<file path="config.mk">
export PLATFORM = sky130hd
export DESIGN_NAME = fmap_reader
export DESIGN_NICKNAME = d
export VERILOG_FILES = /design/src/rtl/fmap_reader.sv
export SDC_FILE = /design/constraint.sdc
export NUM_CORES = 1
export LEC_CHECK = 0
export CORE_MARGIN = 3
export CORE_UTILIZATION = 50
export CTS_CLUSTER_DIAMETER = 40
export DETAILED_ROUTE_END_ITERATION = 12
export PLACE_DENSITY_LB_ADDON = 0.3
export RECOVER_POWER = 25
export SETUP_SLACK_MARGIN = 0.3
export SLEW_MARGIN = 20
export SYNTH_ARGS = -nofsm -noshare
export SYNTH_HDL_FRONTEND = slang
export SYNTH_SLANG_ARGS = --single-unit
</file>
<file path="constraint.sdc">
create_clock -name clk -period 2.2 [get_ports clk]
set_clock_uncertainty 0.15 [all_clocks]
set_input_delay 0.55 -clock clk [delete_from_list [all_inputs] [get_ports clk]]
set_output_delay 0.55 -clock clk [all_outputs]
set_load 0.01 [all_outputs]
</file>
<file path="src/rtl/fmap_reader.sv">
// fmap_reader: streams packed 64-bit feature-map words from two BRAM32k read ports
// as signed byte pairs (A,B) over a valid/ready handshake, with a one-word prefetch
// per port so the stream runs at one pair per cycle once primed.
// Build option: define RD_RELU_EN to clamp negative output bytes to zero.
module fmap_reader #(
  parameter int unsigned ADDR_W = 12,
  parameter int unsigned BASE_A = 0,
  parameter int unsigned BASE_B = 32,
  parameter int unsigned WORDS  = 32,
  parameter int unsigned RD_LAT = 1
) (
  input  logic              clk,
  input  logic              rst,
  input  logic              start,
  output logic              en_BRAM32k,
  output logic [ADDR_W-1:0] addr_BRAM32k_1,
  output logic [ADDR_W-1:0] addr_BRAM32k_2,
  input  logic [63:0]       dout_BRAM32k_1,
  input  logic [63:0]       dout_BRAM32k_2,
  output logic              byte_valid,
  input  logic              byte_ready,
  output logic [7:0]        byteA,
  output logic [7:0]        byteB,
  output logic              byte_last,
  output logic              busy,
  output logic              FinishRD
);

  localparam int unsigned       CntW  = $clog2(WORDS + 1);
  localparam logic [ADDR_W-1:0] BaseA = ADDR_W'(BASE_A);
  localparam logic [ADDR_W-1:0] BaseB = ADDR_W'(BASE_B);

  typedef enum logic [1:0] {StIdle, StFill, StStream, StDone} state_e;

  state_e            state_q, state_d;
  logic [ADDR_W-1:0] addr1_q, addr1_d, addr2_q, addr2_d;
  logic [CntW-1:0]   issued_q, issued_d;
  logic [CntW-1:0]   consumed_q, consumed_d;
  logic [RD_LAT-1:0] pend_q, pend_d;
  logic              cur_valid_q, cur_valid_d;
  logic              pf_valid_q, pf_valid_d;
  logic [63:0]       cur_a_q, cur_a_d, cur_b_q, cur_b_d;
  logic [63:0]       pf_a_q, pf_a_d, pf_b_q, pf_b_d;
  logic [2:0]        idx_q, idx_d;

  logic run_active, issue, capture, xfer, last_pair, promote;

  function automatic logic [7:0] rd_clamp(input logic [7:0] b);
`ifdef RD_RELU_EN
    return b[7] ? 8'h00 : b;
`else
    return b;
`endif
  endfunction

  // Datapath control: one read in flight at most, and only while the prefetch slot is free.
  assign run_active = (state_q == StFill) || (state_q == StStream);
  assign issue      = run_active && !pf_valid_q && (pend_q == '0) &&
                      (issued_q < CntW'(WORDS));
  assign capture    = pend_q[RD_LAT-1];
  assign xfer       = cur_valid_q && byte_ready;
  assign last_pair  = cur_valid_q && (idx_q == 3'd7) && (consumed_q == CntW'(WORDS - 1));
  assign promote    = xfer && (idx_q == 3'd7);

  // Next-state logic for the FSM, read pipeline, word registers and byte index.
  always_comb begin
    state_d     = state_q;
    addr1_d     = addr1_q;
    addr2_d     = addr2_q;
    issued_d    = issued_q;
    consumed_d  = consumed_q;
    cur_valid_d = cur_valid_q;
    pf_valid_d  = pf_valid_q;
    cur_a_d     = cur_a_q;
    cur_b_d     = cur_b_q;
    pf_a_d      = pf_a_q;
    pf_b_d      = pf_b_q;
    idx_d       = idx_q;
    pend_d      = '0;

    // Shift register tracking the in-flight read; the top bit marks the capture cycle.
    pend_d[0] = issue;
    for (int unsigned k = 1; k < RD_LAT; k++) begin
      pend_d[k] = pend_q[k-1];
    end

    if (issue) begin
      addr1_d  = addr1_q + ADDR_W'(1);
      addr2_d  = addr2_q + ADDR_W'(1);
      issued_d = issued_q + CntW'(1);
    end

    if (xfer) begin
      idx_d = idx_q + 3'd1;
    end

    // Prefetch word takes over in the same cycle the last byte leaves, so no bubble.
    if (promote) begin
      cur_valid_d = pf_valid_q;
      cur_a_d     = pf_a_q;
      cur_b_d     = pf_b_q;
      pf_valid_d  = 1'b0;
      consumed_d  = consumed_q + CntW'(1);
    end

    if (capture) begin
      if (!cur_valid_q || (promote && !pf_valid_q)) begin
        cur_valid_d = 1'b1;
        cur_a_d     = dout_BRAM32k_1;
        cur_b_d     = dout_BRAM32k_2;
      end else begin
        pf_valid_d = 1'b1;
        pf_a_d     = dout_BRAM32k_1;
        pf_b_d     = dout_BRAM32k_2;
      end
    end

    unique case (state_q)
      StIdle: begin
        if (start) state_d = StFill;
      end
      StFill: begin
        if (capture) state_d = StStream;
      end
      StStream: begin
        if (xfer && last_pair) state_d = StDone;
      end
      StDone: begin
        state_d     = StIdle;
        addr1_d     = BaseA;
        addr2_d     = BaseB;
        issued_d    = '0;
        consumed_d  = '0;
        idx_d       = '0;
        cur_valid_d = 1'b0;
        pf_valid_d  = 1'b0;
        pend_d      = '0;
      end
      default: state_d = StIdle;
    endcase
  end

  // State registers; async reset also drops any read still in flight.
  always_ff @(posedge clk or negedge rst) begin
    if (!rst) begin
      state_q     <= StIdle;
      addr1_q     <= BaseA;
      addr2_q     <= BaseB;
      issued_q    <= '0;
      consumed_q  <= '0;
      pend_q      <= '0;
      cur_valid_q <= 1'b0;
      pf_valid_q  <= 1'b0;
      cur_a_q     <= '0;
      cur_b_q     <= '0;
      pf_a_q      <= '0;
      pf_b_q      <= '0;
      idx_q       <= '0;
    end else begin
      state_q     <= state_d;
      addr1_q     <= addr1_d;
      addr2_q     <= addr2_d;
      issued_q    <= issued_d;
      consumed_q  <= consumed_d;
      pend_q      <= pend_d;
      cur_valid_q <= cur_valid_d;
      pf_valid_q  <= pf_valid_d;
      cur_a_q     <= cur_a_d;
      cur_b_q     <= cur_b_d;
      pf_a_q      <= pf_a_d;
      pf_b_q      <= pf_b_d;
      idx_q       <= idx_d;
    end
  end

  // Output decode: bytes are zero whenever no pair is valid.
  always_comb begin
    en_BRAM32k     = issue;
    addr_BRAM32k_1 = addr1_q;
    addr_BRAM32k_2 = addr2_q;
    byte_valid     = cur_valid_q;
    byte_last      = last_pair;
    busy           = (state_q != StIdle);
    FinishRD       = (state_q == StDone);
    byteA          = 8'h00;
    byteB          = 8'h00;
    if (cur_valid_q) begin
      byteA = rd_clamp(cur_a_q[{idx_q, 3'b000} +: 8]);
      byteB = rd_clamp(cur_b_q[{idx_q, 3'b000} +: 8]);
    end
  end

endmodule

</file>
Word-level counts from Yosys, hierarchy flattened --
Cells that the tools add are included.
Word-level totals: bits of input ports 132, output and inout port bits 45, register bits after elaboration 300
Operators by class: add/subtract/negate cells 5, magnitude comparators 1, mux-type cells 31, bitwise logic cells 2, shift-type cells 2, eq/ne operators 8, reduce and logical (&&, ||, !) cells 20
Operators with widths (number):
- 2-to-1 mux 64 bit | 6
- variable part select 64 x 7 -> 8 bit | 2
- 2-to-1 mux 12 bit | 4
- adder 12 x 1 -> 12 bit (second input constant) | 2
- 2-to-1 mux 6 bit | 4
- 2-to-1 mux 8 bit | 2
- adder 6 x 1 -> 6 bit (second input constant) | 2
- logical AND 1 bit | 9
- 2-to-1 mux 1 bit | 9
- one-hot mux 2 bit (4 select lines) | 1
- nonzero test 2 bit | 4
- == test 6 x 5 -> 1 bit (second input constant) | 1
- less-than comparator 6 bit (second input constant) | 1
- 2-to-1 mux 2 bit | 3
- 2-to-1 mux 3 bit | 2
- == test 2 bit (second input constant) | 2
- != test 2 bit (second input constant) | 2
- adder 3 x 1 -> 3 bit (second input constant) | 1
- == test 3 bit (second input constant) | 1
- AND reduction 3 bit | 1
- == test 2 x 1 -> 1 bit (second input constant) | 1
- zero test 1 bit | 2
- zero test 2 bit | 1
- logical OR 1 bit | 2
- 3 further kinds | 4

Logic depth before layout (Yosys ltp) --
Gate-level depths: netlist (run 1).
depth in word-level cells 7, depth in mapped cells 10, gate-level depth less buffers 7

Least setup slack after synthesis (run 1) --
OpenSTA, ideal clock, no wires.
kind reg2out, start point register idx_q[0], end point output byteA[0], required time 1500 ps, data arrival time 1711 ps, cell stages (with the launch flop) 5, setup slack -211 ps, path buffers 2, cells stage by stage dfrtp_1 > clkbuf_1 > buf_2 > mux4_2 > a22o_1
On the way: cells in the longest elaborated chain, start to end 2
RTL lines:
- start: declaration | line 44 | logic [2:0] idx_q, idx_d;
- start signal: assignment | line 172 | idx_q <= idx_d;
- variable part select 64 x 7 -> 8 bit | line 188 | byteA = rd_clamp(cur_a_q[{idx_q, 3'b000} +: 8]);
- 2-to-1 mux 8 bit | line 187 | if (cur_valid_q) begin
- end: declaration | line 22 | output logic [7:0] byteA,
Every way passes these cells.

Final worst setup path (run 1) --
start point register idx_q[0], end point output byteA[5]
Same word-level chain as after synthesis.

==> results.md, run 1 <==
* Outcome: finished, violations left
* Violated checks: setup timing
* Synth Cell Area at 13600 um2
* Met1 usage at 34.9%
* Dpl cell area at 16700 um2
* Reg2reg start: idx_q[0]
* Most frequent cells in the layout: dfrtp_1 (297), clkdlybuf4s50_1 (154), mux2_2 (129)
* Die area at 29200 um2
* Chip Width at 171 um
* Most common cell after layout, fill and taps aside: dfrtp_1
* First DRT Iteration DRCs at 769
* Slew HR at 4.35%
* GP Congestion at 0.818
* Share of the synthesized area in the top cell type at 55.0%
* Post-synth top area cell: dfrtp_1
* RSZ-0062 raised after global routing: true
* Layout Nets at 1605
* Crit. End Element: primary output
* Mapped Avg Cell Area at ~12 um2
* Global-route usage over all layers at 30.2%
* Remaining antenna violation count at 0
* Clock Tree Buf Depth at 3
* Top Usage Layer GRT: met2
* Design Area, Final at ~20000 um2
* Area contributors post-synth: dfrtp_1 (55%), mux2_2 (11%), mux2i_1 (9.4%)
* Die Ht at 171 um
* DR pass1 iterations at 5
* Vias per cell at between 5 and 6
* CTS tree: built
* Core area at 26400 um2
* Synthesis-stage register bit count at 300
* Number of global-route vias before repair at between 10000 and 15000
* DRC Markers at 0
* Worst endpoint required time at 1500 ps
* HPWL after DPL at around 24000 um
* Clock root cell: clkbuf_16
* VDD IR max at 997 uV
* Pleak at 9.41 nW
* Setup TNS at -146280 ps
* Post-synthesis sequential area ratio at 55.2%
* EDFF count, synth at 0
* Worst-skew pair later-pin latency at approximately 530 ps
* Yosys warns at 0
* First-pass GRT wire length at 67400 um
* H-Tree Depth at 2
* CTS Buf Count at 42
* Area Growth Syn to Fin at 51.1%
* Area occupied by multi-input gates at around 6100 um2
* Hold Fails Final Rpt at 0
* Worst Setup Path Type: flip-flop to primary output
* Util after Layout at ~78%
* Vias at 10900
* DR WL/cell at 24.9 um
* Syn Nets at ~1200
* IO Port Bufs at 176
* Tightest Pin Transition at 1430 ps
* Row count at 59
* Worst Hold Launch: pf_a_q[10]
* M2 GR Usage at 53.9%
* Crit start category: flip-flop
* Final setup viols at 301
* Global route overflow at 0
* Period utilization at 135%
* Worst setup startpoint: idx_q[0]
* Storage cell area at 7510 um2
* Tot Pwr at 29.0 mW
* Achievable frequency at 0.338 GHz
* Drt total wl at 45600 um
* Cell count after synthesis at 1107
* PD cells at around 1400 nW/um2
* Min cycle time layout at 2960 ps
* Met3 usage at 6.98%
* Initial antenna violation count at 8
* Largest net degree at the start of global routing at 54
* Max Slew Vio Count at 0
* Critical path peak fanout at 7
* Unique masters post-synth at 40
* Post-synth ARST share at 100%
* Critical Path AT at 2260 ps
* Clock sinks at 300
* FILL cells at 1483
* Hold Crit Class: flip-flop to flip-flop
* Starting density of the core at 51.5%
* Share of cells above drive strength 1 at 36.7%
* # Max-Cap Violations at 0
* CTS clk-pin slew, worst paths at 50 ps
* Prevailing post-synth register cell: dfrtp_1
* I/O pin cnt at 177
* Setup ws final at -761 ps
-- Yosys cell counts, types with 10 or more instances --
master / number
dfrtp_1: 299
nand2_1: 151
o21ai_0: 131
mux2_2: 129
mux2i_1: 128
buf_2: 38
mux4_2: 32
clkbuf_1: 31
nor2_1: 30
a22o_1: 16
a21oi_1: 14
xnor2_1: 14
xor2_1: 13
nand3_1: 11
ha_1: 10
-- critical path: stages, from the launching register on --
cell and delay, ps:
dfrtp_2 420, buf_6 130, buf_12 120, buf_16 140
buf_6 120, mux4_2 420, a22o_1 260, buf_6 140
-- final cells by class --
type	count	area share [%]
timing repair buffer	389	24.5
clock inverter	23	1.51
tap	335	2.04
clock buffer	53	5.77
sequential	300	36.5
antenna	2	0.0243
inverter	8	0.207
multi-input combinational	722	29.4
-- per-layer routing --
layer | vias up | part of all wire (%)
met3 | 171 | 7.0
li1 | 4683 | -
met5 | - | 0.18
met4 | 12 | 5.7
met2 | 495 | 52
met1 | 5507 | 35
-- path summary, 6_finish.rpt --
| path | depth (start not counted) | slack [ps] | endpoint |
|---|---|---|---|
| max in group asynchronous | 3 | 70 | cur_a_q[60] |
| min | 1 | 350 | pf_a_q[10] |
| max reg2reg | 17 | -600 | cur_a_q[44] |
| min reg2reg | 1 | 350 | pf_a_q[10] |
| min in group asynchronous | 2 | 780 | pf_a_q[10] |
| max | 7 | -760 | byteA[5] |
-- cells by family after synthesis --
family | count (synthesis) | share of synthesized area, %
xor+xnor | 27 | 1.74
mux | 289 | 25.4
compound gates | 166 | 6.67
fa+ha+maj | 10 | 0.919
simple gates | 230 | 7.29
buf+inv | 85 | 2.84
flops | 300 | 55.2
-- power by group --
group          switching (mW)  internal [mW]
combinational            4.70           6.75
clock                    2.65           4.56
sequential               2.14           8.20
total                    9.50           19.5
-- through the flow --
step	std cells	hold slack [ps]	setup slack, ps
finish	1832	353	-761
global route	1831	367	-810
CTS	1815	354	-778
detailed placement	1647	342	-399
global placement	1647	337	-388
floorplan	1107	104	35.6
-- repair_timing --
item	4_1_cts	5_1_grt
hold buffers	1	0
hold endpoints to repair	44	0
buffers inserted	53	6
gates resized for setup	255	90
pin swaps	14	8
gates cloned	38	9
setup endpoints to repair	341	341
-- state kept, by name (all words and copies together), names as in the netlist, 2 cells and up --
register,cells
pf_b_q,64
state_q,2
pf_a_q,64
cur_b_q,64
addr_BRAM32k_2,12
addr_BRAM32k_1,12
cur_a_q,64
consumed_q,6
issued_q,6
idx_q,3
Note: power is estimated with default switching activity, not from simulation.
==> run 2, diff against run 1 <==
--- a/config.mk
+++ b/config.mk
@@ -6,7 +6,7 @@
 export NUM_CORES = 1
 export LEC_CHECK = 0
 export CORE_MARGIN = 3
-export CORE_UTILIZATION = 50
+export CORE_UTILIZATION = 29
 export CTS_CLUSTER_DIAMETER = 40
 export DETAILED_ROUTE_END_ITERATION = 12
 export PLACE_DENSITY_LB_ADDON = 0.3
==> results.md, run 2 (synthesized netlist as in run 1, its figures left out) <==
* Antenna cells at 0
* Crit start category: flip-flop
* VDD IR max at just under 1000 uV
* Min cycle time layout at approximately 3000 ps
* Tot Pwr at 31.5 mW
* Row count at 78
* Chip Width at between 200 and 250 um
* Most common cell after layout, fill and taps aside: dfrtp_1
* Remaining antenna violation count at 0
* Slowest CP cell: mux4_2
* HPWL after DPL at ~27000 um
* Worst Setup Path Type: flip-flop to primary output
* M2 GR Usage at roughly a third
* Crit-path max cell delay at approximately 500 ps
* Reg2reg start: idx_q[0]
* FILL cells at 3956
* RSZ-0062 raised after global routing: true
* Clock Tree Buf Depth at 3
* GP Congestion at 0.769
* Core area at 45900 um2
* Violated checks: setup timing
* First-pass GRT wire length at roughly 70000 um
* Outcome: finished, violations left
* Met1 usage at 22.4%
* Critical Path AT at 2270 ps
* Storage cell area at 7510 um2
* DRC Markers at 0
* CTS tree: built
* First DRT Iteration DRCs at 635
* Clock root cell: clkbuf_16
* Tightest Pin Transition at 1390 ps
* Die area at 49600 um2
* Achievable frequency at 0.337 GHz
* Slew HR at 7.56%
* I/O pin cnt at 177
* DR pass1 iterations at 5
* Met3 usage at 4.48%
* Area occupied by multi-input gates at 6410 um2
* Global-route usage over all layers at 18.7%
* # Max-Cap Violations at 0
* Max Slew Vio Count at 0
* Worst setup startpoint: idx_q[0]
* Largest net degree at the start of global routing at 83
* PD cells at 1380 nW/um2
* Layout Nets at approximately 1700
* Period utilization at 135%
* Global route overflow at 0
* Share of cells above drive strength 1 at 47.3%
* Hold Crit Class: flip-flop to flip-flop
* Hold Fails Final Rpt at 0
* Setup TNS at -80330 ps
* Worst-skew pair later-pin latency at 590 ps
* CTS clk-pin slew, worst paths at 50 ps
* Clock sinks at 300
* H-Tree Depth at 2
* Pleak at 10.6 nW
* Critical path peak fanout at 8
* DR WL/cell at 21.3 um
* Util after Layout at between 40 and 50%
* Worst endpoint required time at approximately 1500 ps
* Drt total wl at 46700 um
* Most used cell, CP: buf_6
* Crit. End Element: primary output
* Setup ws final at -768 ps
* CTS Buf Count at 53
* Final setup viols at 333
* Vias per cell at 4.87
* Number of global-route vias before repair at 11500
* Die Ht at 223 um
* Initial antenna violation count at 6
* Vias at roughly 11000
* Most frequent cells in the layout: dfrtp_1 (295), clkdlybuf4s50_1 (130), mux2_2 (127)
* Worst Hold Launch: pf_a_q[54]
* Top Usage Layer GRT: met2
* Starting density of the core at between 20 and 30%
* IO Port Bufs at 176
* Area Growth Syn to Fin at 67.9%
* Crit path cell chain: buf_6 > buf_6 > buf_16 > mux4_2 > a22o_1 > buf_6
[run 2: changes by cell type in the layout (fill, tap and decap cells not counted), sizes merged]
cell and delta:
clkinv +5, dlymetal6s4s +1, buf +109, inv +7
bufbuf -3, clkdlybuf4s50 -24, clkinvlp +3, diode -2
bufinv +2
[run 2: layout make-up]
type	instances	share of cell area (%)
Sequential cell	300	32.9
Clock inverter	40	2.36
Multi-Input combinational cell	722	28.0
Timing Repair Buffer	465	27.2
Inverter	8	0.186
Clock buffer	60	6.09
Tap cell	600	3.28
[run 2: final timing paths]
kind                                     endpoint  slack [ps]  cells past startpoint
worst max-delay path                     byteA[1]        -770                      6
worst min-delay path                   pf_a_q[54]         350                      1
worst max register to register         pf_b_q[27]        -400                     14
worst min register to register         pf_a_q[54]         350                      1
max in group asynchronous       addr_BRAM32k_2[5]         -70                      4
min in group asynchronous             cur_a_q[21]         750                      2
[run 2: per-stage QoR]
step,cell area [um2],std cells,setup WS (ps),hold slack (ps)
finish,22900,2195,-768,351
global route,22900,2195,-829,360
CTS,22600,2189,-804,227
detailed placement,17100,1915,-418,270
global placement,17100,1915,-426,271
floorplan,13800,1107,35.6,104
[run 2: worst max-delay path, delay by kind of cell, from the launching register on]
family | cells | cell delay, ps
flops | 1 | 410
buf+inv | 4 | 490
mux | 1 | 510
compound gates | 1 | 260
[run 2: where the power goes]
group          internal, mW  leakage [nW]  switching [mW]
Combinational          7.78          6.11            4.87
Sequential             8.21          3.55            1.89
Clock                  5.61         0.920            3.18
[run 2: routing by layer]
metal / share of wire, % / vias to the layer above
met1: 40 / 5415
met3: 5.6 / 98
li1: - / 4883
met2: 51 / 283
met4: 3.1 / 10
met5: 0.16 / -
[run 2: what timing repair did]
| item | in CTS | in global routing |
|---|---|---|
| pin swaps | 110 | 17 |
| hold endpoints to repair | 42 | 0 |
| cloned | 63 | 0 |
| hold buffers | 1 | 0 |
| gates resized for setup | 603 | 50 |
| buffers inserted | 110 | 6 |
| endpoints found under the setup margin | 340 | 320 |
==> run 3, diff against run 2 <==
--- a/config.mk
+++ b/config.mk
@@ -9,9 +9,10 @@
 export CORE_UTILIZATION = 29
 export CTS_CLUSTER_DIAMETER = 40
 export DETAILED_ROUTE_END_ITERATION = 12
-export PLACE_DENSITY_LB_ADDON = 0.3
+export PLACE_DENSITY_LB_ADDON = 0.25
 export RECOVER_POWER = 25
 export SETUP_SLACK_MARGIN = 0.3
+export SKIP_CTS_REPAIR_TIMING = 1
 export SLEW_MARGIN = 20
 export SYNTH_ARGS = -nofsm -noshare
 export SYNTH_HDL_FRONTEND = slang
==> results.md, run 3 (synthesized netlist as in run 1, its figures left out) <==
* HPWL after DPL at 27000 um
* CTS tree: built
* # Max-Cap Violations at 1
* FILL cells at about 4300
* Number of global-route vias before repair at 9855
* Crit start category: flip-flop
* Critical Path AT at between 2000 and 2500 ps
* Hold Crit Class: flip-flop to flip-flop
* H-Tree Depth at 2
* CTS clk-pin slew, worst paths at approximately 50 ps
* Util after Layout at 43.9%
* Crit. End Element: primary output
* GP Congestion at 0.754
* Drt total wl at about 41000 um
* RSZ-0062 raised after global routing: true
* CP top delay family: buffers and inverters
* Clock Tree Buf Depth at 3
* Worst-skew pair later-pin latency at about 590 ps
* Clock root cell: clkbuf_16
* Worst Setup Path Type: flip-flop to primary output
* Die area at 49600 um2
* Largest net degree at the start of global routing at 48
* Crit-path max cell delay at around 500 ps
* Area Growth Syn to Fin at 47.8%
* Crit path cell chain: buf_6 > buf_6 > clkbuf_16 > mux4_2 > a22o_1 > buf_2
* Pleak at 9.06 nW
* Most frequent cells in the layout: dfrtp_1 (297), clkdlybuf4s50_1 (154), nand2_1 (150)
* Slowest CP cell: mux4_2
* Achievable frequency at 0.337 GHz
* Period utilization at 135%
* Setup TNS at -78340 ps
* Clock sinks at 300
* Hold Fails Final Rpt at 0
* Initial antenna violation count at 7
* DR WL/cell at 19.9 um
* Setup ws final at -766 ps
* First-pass GRT wire length at roughly 59000 um
* Max Slew Vio Count at 43
* DR pass1 iterations at 4
* Worst endpoint required time at 1500 ps
* Critical path peak fanout at 7
* CTS Buf Count at 52
* Share of cells above drive strength 1 at 32.5%
* Most common cell after layout, fill and taps aside: dfrtp_1
* VDD IR max at 872 uV
* Vias at 9761
* I/O pin cnt at approximately 180
* Violated checks: capacitance limit, slew limit, setup timing
* Min cycle time layout at 2970 ps
* Tightest Pin Transition at 1530 ps
* Chip Width at 223 um
* Core area at 45900 um2
* First DRT Iteration DRCs at around 550
* Slew HR at -2.16%
* Global-route usage over all layers at 15.3%
* Row count at slightly below 80
* PD cells at 1410 nW/um2
* Die Ht at 223 um
* Most used cell, CP: buf_6
* Vias per cell at 4.69
* Register-to-register setup slack at -400 ps
* Global route overflow at 0
* IO Port Bufs at approximately 180
* CP Buf/Inv Count at 4
* Starting density of the core at approximately 30%
* Final setup viols at ~300
* Remaining antenna violation count at 0
* Outcome: finished, violations left
* Layout Nets at between 1500 and 2000
* DRC Markers at 0
[run 3: stage by stage]
step | worst slack (ps) | power (mW) | cells | area [um2] | hold slack, ps
after global placement | -415 | 19.3 | 1925 | 17200 | 336
after detailed placement | -415 | 19.5 | 1925 | 17200 | 342
after floorplan | 35.6 | 15.2 | 1107 | 13800 | 104
after CTS | -1050 | 28.2 | 2017 | 19000 | -261
final | -766 | 28.4 | 2082 | 20100 | 352
after global routing | -856 | 30.0 | 2079 | 20100 | 360
[run 3: layout make-up]
cell class | count | area (um2) | area share [%]
sequential | 300 | 7510 | 37.3
timing repair buffer | 357 | 4100 | 20.4
antenna | 3 | 7.51 | 0.0373
tap | 600 | 751 | 3.73
clock buffer | 66 | 1470 | 7.28
multi-input combinational | 722 | 5850 | 29.1
clock inverter | 26 | 398 | 1.98
inverter | 8 | 42.5 | 0.211
[run 3: worst paths after layout]
path,from,endpoint,cells after the start
max,idx_q[0],byteA[4],6
min,pf_a_q[45],pf_a_q[45],1
max reg2reg,idx_q[0],cur_b_q[46],15
min reg2reg,pf_a_q[45],pf_a_q[45],1
max in group asynchronous,rst,pf_b_q[29],3
min in group asynchronous,rst,pf_a_q[10],2
[run 3: where the power goes]
group | internal [mW] | switching (mW) | leakage (nW) | total (mW)
logic | 5.97 | 3.84 | 4.61 | 9.81
clock network | 5.65 | 2.87 | 0.897 | 8.52
registers | 8.21 | 1.87 | 3.55 | 10.1
[run 3: routing by layer]
layer  routed length [um]  global-route usage [%]  vias up
met5                   60                       0        -
met4                  811                    4.55       10
met3                 2270                    4.24       71
met2                20900                    26.3      173
met1                17300                    18.7     4869
li1                     -                       -     4638
[run 3: worst reg2reg max path, delay by kind of cell, from the launching register on]
family	cells	cell delay (ps)
simple gates	2	210
compound gates	2	150
buf+inv	9	1230
flops	1	440
fa+ha+maj	2	320
